===== config.mk =====
export PLATFORM = sky130hd
export DESIGN_NAME = model_loader
export DESIGN_NICKNAME = d
export VERILOG_FILES = /design/src/rtl/model_loader.sv
export SDC_FILE = /design/constraint.sdc
export NUM_CORES = 2
export LEC_CHECK = 0
export ABC_CLOCK_PERIOD_IN_PS = 5090
export CORE_ASPECT_RATIO = 1.25
export CORE_MARGIN = 8
export CORE_UTILIZATION = 40
export CTS_CLUSTER_SIZE = 25
export DETAILED_ROUTE_END_ITERATION = 12
export PLACE_DENSITY = 0.66
export SLEW_MARGIN = 20
export SYNTH_ARGS = -nofsm -noshare
export SYNTH_HDL_FRONTEND = slang
export SYNTH_SLANG_ARGS = --single-unit
export TNS_END_PERCENT = 20

===== constraint.sdc =====
create_clock -name clk -period 5.09 [get_ports clk]
set_input_delay 0.509 -clock clk [delete_from_list [all_inputs] [get_ports clk]]
set_output_delay 0.509 -clock clk [all_outputs]
set_load 0.01 [all_outputs]

===== src/rtl/model_loader.sv =====
// Model loader: turns a host word stream into CSRAM row writes and token-controller
// weight writes, and sequences rst_model/rst_network. Define LOADER_CHECKSUM_EN for END checksum.
module model_loader #(
  parameter int NUM_CORES        = 4,
  parameter int NUM_NEURONS      = 256,
  parameter int NUM_AXONS        = 256,
  parameter int NUM_WEIGHTS      = 4,
  parameter int CSRAM_READ_WIDTH = 367,
  parameter int IN_WIDTH         = 32,
  localparam int CORE_W = $clog2(NUM_CORES),
  localparam int ADDR_W = $clog2(NUM_NEURONS),
  localparam int AXON_W = $clog2(NUM_AXONS),
  localparam int WGT_W  = $clog2(NUM_WEIGHTS)
) (
  input  logic                        clk,
  input  logic                        rst,
  input  logic                        start,
  input  logic [IN_WIDTH-1:0]         in_data,
  input  logic                        in_valid,
  output logic                        in_ready,
  output logic                        rst_model,
  output logic                        rst_network,
  output logic [CSRAM_READ_WIDTH-1:0] csram_data,
  output logic [ADDR_W-1:0]           csram_addr,
  output logic [CORE_W-1:0]           csram_core_idx,
  output logic                        csram_valid,
  output logic [WGT_W-1:0]            tc_data,
  output logic [AXON_W-1:0]           tc_addr,
  output logic [CORE_W-1:0]           tc_core_idx,
  output logic                        tc_valid,
  output logic                        busy,
  output logic                        done,
  output logic                        error
);

  localparam logic [2:0] S_IDLE        = 3'd0;
  localparam logic [2:0] S_CLEAR       = 3'd1;
  localparam logic [2:0] S_HEADER      = 3'd2;
  localparam logic [2:0] S_CSRAM_BEAT  = 3'd3;
  localparam logic [2:0] S_CSRAM_WRITE = 3'd4;
  localparam logic [2:0] S_TC_BEAT     = 3'd5;
  localparam logic [2:0] S_DONE        = 3'd6;
  localparam logic [2:0] S_ERROR       = 3'd7;

  localparam int BEATS  = (CSRAM_READ_WIDTH + IN_WIDTH - 1) / IN_WIDTH;
  localparam int BEAT_W = $clog2(BEATS + 1);
  localparam int HOLD_W = CSRAM_READ_WIDTH - IN_WIDTH;
  localparam logic [31:0] NUM_CORES_L   = NUM_CORES;
  localparam logic [31:0] NUM_NEURONS_L = NUM_NEURONS;

  logic [2:0]                  state, nxt;
  logic [HOLD_W-1:0]           shift_q;
  logic [CSRAM_READ_WIDTH-1:0] shift_nxt;
  logic [BEAT_W-1:0]           beat_cnt;
  logic [15:0]                 row_cnt, blk_count;
  logic [CORE_W-1:0]           blk_core;
  logic                        xfer, last_beat, hdr_bad, csum_ok;
  logic [1:0]                  hdr_type;
  logic [13:0]                 hdr_core;
  logic [15:0]                 hdr_count;

  assign xfer      = in_valid & in_ready;
  assign hdr_type  = in_data[31:30];
  assign hdr_core  = in_data[29:16];
  assign hdr_count = in_data[15:0];
  assign hdr_bad   = ({18'd0, hdr_core} >= NUM_CORES_L) || (hdr_count == 16'd0) ||
                     ((hdr_type == 2'd0) && ({16'd0, hdr_count} > NUM_NEURONS_L));
  assign last_beat = (beat_cnt == BEAT_W'(BEATS - 1));
  // Only the low row-width bits survive, so MSB-first pad bits fall off the top.
  assign shift_nxt = {shift_q, in_data};

`ifdef LOADER_CHECKSUM_EN
  logic [15:0] csum;
  assign csum_ok = (csum == hdr_count);

  always_ff @(posedge clk) begin
    if (!rst)
      csum <= 16'd0;
    else if (state == S_CLEAR)
      csum <= 16'd0;
    else if (xfer && (state == S_CSRAM_BEAT || state == S_TC_BEAT))
      csum <= csum + in_data[15:0];
  end
`else
  assign csum_ok = 1'b1;
`endif

  always_comb begin
    nxt = state;
    case (state)
      S_IDLE:        if (start) nxt = S_CLEAR;
      S_CLEAR:       nxt = S_HEADER;
      S_HEADER: begin
        if (xfer) begin
          case (hdr_type)
            2'd0:    nxt = hdr_bad ? S_ERROR : S_CSRAM_BEAT;
            2'd1:    nxt = hdr_bad ? S_ERROR : S_TC_BEAT;
            2'd2:    nxt = csum_ok ? S_DONE : S_ERROR;
            default: nxt = S_ERROR;
          endcase
        end
      end
      S_CSRAM_BEAT:  if (xfer && last_beat) nxt = S_CSRAM_WRITE;
      S_CSRAM_WRITE: nxt = (row_cnt + 16'd1 == blk_count) ? S_HEADER : S_CSRAM_BEAT;
      S_TC_BEAT:     if (xfer && (row_cnt + 16'd1 == blk_count)) nxt = S_HEADER;
      S_DONE:        if (start) nxt = S_CLEAR;
      S_ERROR:       if (start) nxt = S_CLEAR;
      default:       nxt = S_IDLE;
    endcase
  end

  // Control outputs are registered from the next state so they line up with the state register.
  always_ff @(posedge clk) begin
    if (!rst) begin
      state          <= S_IDLE;
      in_ready       <= 1'b0;
      rst_model      <= 1'b0;
      rst_network    <= 1'b1;
      busy           <= 1'b0;
      done           <= 1'b0;
      error          <= 1'b0;
      csram_valid    <= 1'b0;
      tc_valid       <= 1'b0;
      csram_data     <= '0;
      csram_addr     <= '0;
      csram_core_idx <= '0;
      tc_data        <= '0;
      tc_addr        <= '0;
      tc_core_idx    <= '0;
      shift_q        <= '0;
      beat_cnt       <= '0;
      row_cnt        <= '0;
      blk_count      <= '0;
      blk_core       <= '0;
    end else begin
      state       <= nxt;
      in_ready    <= (nxt == S_HEADER) || (nxt == S_CSRAM_BEAT) || (nxt == S_TC_BEAT);
      rst_model   <= !((nxt == S_IDLE) || (nxt == S_CLEAR));
      rst_network <= (nxt != S_DONE);
      busy        <= (nxt == S_CLEAR) || (nxt == S_HEADER) || (nxt == S_CSRAM_BEAT) ||
                     (nxt == S_CSRAM_WRITE) || (nxt == S_TC_BEAT);
      done        <= (nxt == S_DONE);
      error       <= (nxt == S_ERROR);
      csram_valid <= (nxt == S_CSRAM_WRITE);
      tc_valid    <= (state == S_TC_BEAT) && xfer;

      if (state == S_HEADER && xfer) begin
        blk_core  <= hdr_core[CORE_W-1:0];
        blk_count <= hdr_count;
        row_cnt   <= 16'd0;
        beat_cnt  <= '0;
      end

      if (state == S_CSRAM_BEAT && xfer) begin
        shift_q  <= shift_nxt[HOLD_W-1:0];
        beat_cnt <= last_beat ? '0 : beat_cnt + 1'b1;
        if (last_beat) begin
          csram_data     <= shift_nxt;
          csram_addr     <= row_cnt[ADDR_W-1:0];
          csram_core_idx <= blk_core;
        end
      end

      if (state == S_CSRAM_WRITE)
        row_cnt <= row_cnt + 16'd1;

      if (state == S_TC_BEAT && xfer) begin
        tc_addr     <= in_data[16 +: AXON_W];
        tc_data     <= in_data[WGT_W-1:0];
        tc_core_idx <= blk_core;
        row_cnt     <= row_cnt + 16'd1;
      end
    end
  end

endmodule


# Word level (Yosys, flattened, before mapping)
# Index checks and enable logic that the tools add are counted.
[classes]
n_addsub = 2
multipliers = 0
n_div = 0
n_lt_le_gt_ge = 2
n_eq_ne = 19
n_shift = 0
muxes = 15
bitwise = 1
n_reduce_logical = 24
[ops]
columns = ["op", "count"]
rows = [
  ["$mux W16", 3],
  ["$eq A3 B3 Y1 const B", 8],
  ["$pmux W3 S6", 1],
  ["$add A16 B1 Y16 const B", 1],
  ["$eq A16 B16 Y1", 1],
  ["$gt A16 B9 Y1 const B", 1],
  ["$logic_not A16 Y1", 1],
  ["$mux W3", 5],
  ["$ge A14 B3 Y1 const B", 1],
  ["$eq A3 B2 Y1 const B", 4],
  ["$mux W4", 3],
  ["$logic_or A1 B1 Y1", 9],
  ["$pmux W3 S3", 1],
  ["$eq A3 B1 Y1 const B", 2],
  ["$logic_and A1 B1 Y1", 6],
  ["$logic_not A3 Y1", 2],
  ["$add A4 B1 Y4 const B", 1],
  ["$eq A4 B4 Y1 const B", 1],
  ["$ne A3 B3 Y1 const B", 1],
  ["$reduce_bool A3 Y1", 1],
  ["$reduce_or A3 Y1", 1],
  ["$eq A2 B1 Y1 const B", 1],
  ["$eq A2 B2 Y1 const B", 1],
  ["$logic_not A2 Y1", 1],
  ["6 further kinds", 6],
]
[totals]
register_bits = 773
latchBits = 0
ramBits = 0
romBits = 0
inputBits = 36
output_inout_bits = 397
word_cells = 83
memories = 0

# Logic depth before layout (Yosys ltp)
[logic_depth]
ltp_word = 12
ltp_mapped = 13
mapped_depth_nobuf = 11

# Worst setup path before layout
# OpenSTA, ideal clock, no wires.
[synth_timing]
path_kind = "register to register"
start = "register row_cnt[1]"
end = "register csram_valid"
setup_ns = 0.116
t_arrival_ns = 2.571
t_required_ns = 4.974
slack_ns = 2.403
path_stages_with_launch = 13
n_path_buf = 1
period_less_slack_ns = 2.687
path_cell_list = "dfxtp_1 > ha_1 > buf_4 > nand3_4 > nor2_1 > nor3b_1 > or4_4 > nor4b_2 > nand4b_1 > a31oi_2 > nand2b_4 > inv_2 > and3_1"
[synth_via]
elab_chain_cells = 6
word_cells_on_any_way = 7
classes_between = "add/sub (1); eq/ne (2); mux (3); reduce/logical (1)"
[synth_lines]
columns = ["element", "line_no", "text"]
rows = [
  ["start, declared", "55", "logic [15:0] row_cnt, blk_count;"],
  ["start signal, assigned", "165", "row_cnt <= row_cnt + 16'd1;"],
  ["start signal, assigned", "171", "row_cnt <= row_cnt + 16'd1;"],
  ["$add A16 B1 Y16 (*)", "104, 105", ""],
  ["$eq A16 B16 Y1 (*)", "104, 105", ""],
  ["$logic_and A1 B1 Y1", "105", "S_TC_BEAT: if (xfer && (row_cnt + 16'd1 == blk_count)) nxt = S_HEADER;"],
  ["$mux W3", "105", ""],
  ["$pmux W3 S6 (*)", "90", "case (state)"],
  ["$eq A3 B3 Y1 (*)", "144", "csram_valid <= (nxt == S_CSRAM_WRITE);"],
  ["end signal, assigned", "144", ""],
  ["end, declared", "26", "output logic csram_valid,"],
]
# Every way passes the cells marked *; elsewhere a longest branch is shown, timed or not.
# A chain may end at the register's enable or synchronous reset.

# Final worst setup path
[layout_timing]
start = "register row_cnt[0]"
end = "register csram_valid"
# The elaborated chain is that of the path after synthesis.

==> run_results.csv <==
group,metric,value,unit
status,status,"finished clean",
setup_path,rr_startpoint,"row_cnt[0]",
global_routing,antenna_found_initial,0,
global_routing,grt_start_max_net_pins,213,
setup_path,critPathArrivalTime,3.73,ns
cells_and_area,nNetsFinal,3833,
cells_and_area,antenna_cells,0,
power_and_ir_drop,p_per_area,349,nW/µm²
cts,cts.htree.levels,3,
synth,muxShareOfSynthArea,0,%
detailed_routing,wl_per_cell,17.7,µm
place,gp_congestion,0.879,
place,portBuffers,432,
setup_path,worstPathCellList,"ha_1, nand3_4, nor2_1, nor3b_1, or4_4, nor4b_2, nand4b_1, a31oi_2, nand2b_4, inv_2, and3_1",
cts,cts_tree,"built",
synth,syn_avg_cell_area,7.76,µm²
timing,min_period,3.23,ns
cts,cts-resized-gates,0,
synth,synthTopCellsByCount,"nand2_1, dfxtp_1, a21oi_1",
synth,syn_inst,3517,
place,hpwl,55200,µm
synth,synth_fa_ha_area_share,0.275,%
floorplanning,die_area,76900,µm²
worst_hold_path,hp-class,"register to register",
timing,setup_slack,1.86,ns
job,cap_violations,0,
place,place_ws,1.70,ns
timing,worst_slew_pin_slew,1.04,ns
setup_path,critPathRequiredTime,5.59,ns
floorplanning,die_w,250,µm
cts,path_clk_slew,0.06,ns
floorplanning,placementRows,107,
cts,postCtsHoldBufs,0,
synth,synth_area,27300,µm²
cts,clock-sinks,773,
synth,ys_seq_area_share,56.7,%
synth,yosysTopAreaCell,"dfxtp_1",
detailed_routing,drc,0,
synth,yosys-top-cells-area,"dfxtp_1, nand2_1, a21oi_1, clkbuf_1, xnor2_1",
timing,final.setup.tns,0,ns
cts,clock_path_buffers,3,
synth,synth_compound_area_share,15.2,%
synth,ys_warn_count,0,
setup_path,path_max_fanout,10,
synth,synth-xor-area-share,0.770,%
setup_path,ff2ff_path_depth,11,
setup_path,startpoint_type,"register",
timing,maxSlewViolCount,0,
setup_path,critical_path.max_stage_delay,0.53,ns
detailed_routing,initialDrtViolationCount,1797,
cells_and_area,areaGrowthSynthToFinish,27.6,%
timing,fmax,0.310,GHz
timing,final.period_utilization,63.4,%
synth,synth_fp_nets,3559,
synth,synth_edf_count,0,
global_routing,grt-ovfl-total,0,
detailed_routing,ant_nets,0,
timing,hold_viol,0,
power_and_ir_drop,p_leak,11.1,nW
synth,synth_simple_gate_area_share,23.3,%
cts,cts_buffers,77,
setup_path,crit_type,"register to register",
synth,ys_ff_latch,773,
setup_path,endpoint_kind,"register",
setup_path,crit_slowest_cell,"dfxtp_1",
floorplanning,start_util,40.2,%
floorplanning,core,67900,µm²
detailed_routing,via_per_inst,5.03,
floorplanning,die_y,308,µm
synth,synth_top_area_share,56.7,%
floorplanning,io_pins,433,
cts,clk_latency,0.62,ns
cts,cts_root_buf,"clkbuf_16",
cells_and_area,drive_gt1_share,4.52,%
global_routing,grt_pass1_wl,130000,µm
setup_path,critPathCapture,"csram_valid",
detailed_routing,drt_wl_total,83500,µm
cts,cts_setup_buffers,0,
synth,synth_top_family_by_area,"simple AND/OR/NAND/NOR gates",
timing,setup_viol,0,
power_and_ir_drop,max-vdd-ir-drop,245,µV
synth,post-synth-top-count-cell,"nand2_1",
synth,ys_async_sr_fraction,0,%
timing,skew,0.0228,ns
timing,rsz0062_at_grt,"no",
global_routing,track_usage,20.9,%
global_routing,grt_pass1_vias,22249,
synth,synth_flop_cell,"dfxtp_1",
synth,synth.distinct_cells,54,
detailed_routing,dr.pass1.iters,5,
setup_path,cp-startpoint,"row_cnt[0]",
setup_path,r2r_slack,1.86,ns
detailed_routing,dr_total_vias,23777,
setup_path,r2r-end,"csram_valid",
timing,worst_slew_margin_rel,30.8,%
state kept, by name, summed over array words and instances (netlist names):
signal,count
busy,1
row_cnt,16
error,1
blk_core,2
blk_count,16
csram_addr,8
done,1
state,3
shift_q,335
rst_network,1
tc_valid,1
tc_data,2
tc_addr,8
beat_cnt,4
rst_model,1
in_ready,1
csram_data,367
csram_core_idx,2
csram_valid,1
tc_core_idx,2
per-layer routing:
metal  GRT usage [%]  up-vias  share of wire [%]
met5               0        -                  0
met4            8.26        0                3.4
met3            4.91      120                6.1
met2            33.4      579                 46
met1            27.1    11142                 44
li1                -    11936                  -
power by group:
| group | leakage [nW] | internal, mW | switching [mW] | total [mW] |
|---|---|---|---|---|
| Combinational | 3.57 | 0.0728 | 0.187 | 0.259 |
| Clock | 1.31 | 3.42 | 2.43 | 5.84 |
| Sequential | 6.22 | 6.06 | 0.0178 | 6.08 |
cell type report:
| type | instances | area, µm² |
|---|---|---|
| multi-input cells | 2471 | 10800 |
| inverters | 8 | 37.5 |
| fillers | 6555 | 33000 |
| flip-flops and latches | 773 | 15500 |
| well taps | 872 | 1090 |
| clock inverters | 25 | 307 |
| clock buffers | 115 | 2340 |
| repair buffers | 460 | 4780 |
worst min-delay path by stage:
stage / start / end / slack (ns) / cells past startpoint
global route: csram_data[324] / csram_data[324] / 0.47 / 2
finish: csram_data[62] / csram_data[62] / 0.45 / 2
detailed placement: csram_data[320] / csram_data[320] / 0.45 / 2
CTS: shift_q[304] / csram_data[336] / 0.45 / 2
floorplan: shift_q[303] / csram_data[335] / 0.43 / 2
global placement: shift_q[323] / csram_data[355] / 0.44 / 2
worst max-delay path: cells and delay by family, from the launching register on:
family	cells	cell delay [ns]
AO/OA/AOI/OAI	1	0.33
adder cells (fa/ha/maj)	1	0.42
buffers and inverters	1	0.05
flip-flops	1	0.53
AND/OR/NAND/NOR	8	1.78
through the flow:
stage                     instances  utilization [%]  power (mW)  hold WS (ns)  area [µm²]
final                          4724             51.3        12.2         0.451       34900
after global routing           4724             51.3        12.6         0.466       34900
after CTS                      4723             51.3        12.3         0.449       34800
after detailed placement       4583             47.4        6.47         0.446       32200
after global placement         4583             47.4        6.47         0.440       32200
after floorplan                3517                -        6.36         0.432       27300
cells by family (layout without fill, tap and decap cells):
| logic type | count (synthesis) | after routing |
|---|---|---|
| and+or+nand+nor | 1629 | 1629 |
| AOI/OAI and AO/OA | 812 | 812 |
| DFF | 773 | 773 |
| buffers and inverters | 273 | 608 |
| xor gates and xnor gates | 24 | 24 |
| adders and majority gates | 6 | 6 |
layout by cell type, fill, tap and decap left out, drive strengths merged, types with 7 or more instances in the layout:
| cell type | synthesis | routed |
|---|---|---|
| a21oi | 764 | 764 |
| nand4 | 7 | 7 |
| o21ai | 19 | 19 |
| nand3 | 17 | 17 |
| dfxtp | 773 | 773 |
| clkdlybuf4s50 | 0 | 432 |
| nor2 | 41 | 41 |
| inv | 8 | 12 |
| clkbuf | 254 | 115 |
| buf | 11 | 28 |
| xnor2 | 19 | 19 |
| clkinv | 0 | 14 |
| nand2 | 1509 | 1509 |
| nor3 | 13 | 13 |
| nand2b | 7 | 7 |
Note: power is estimated with default switching activity, not from simulation.
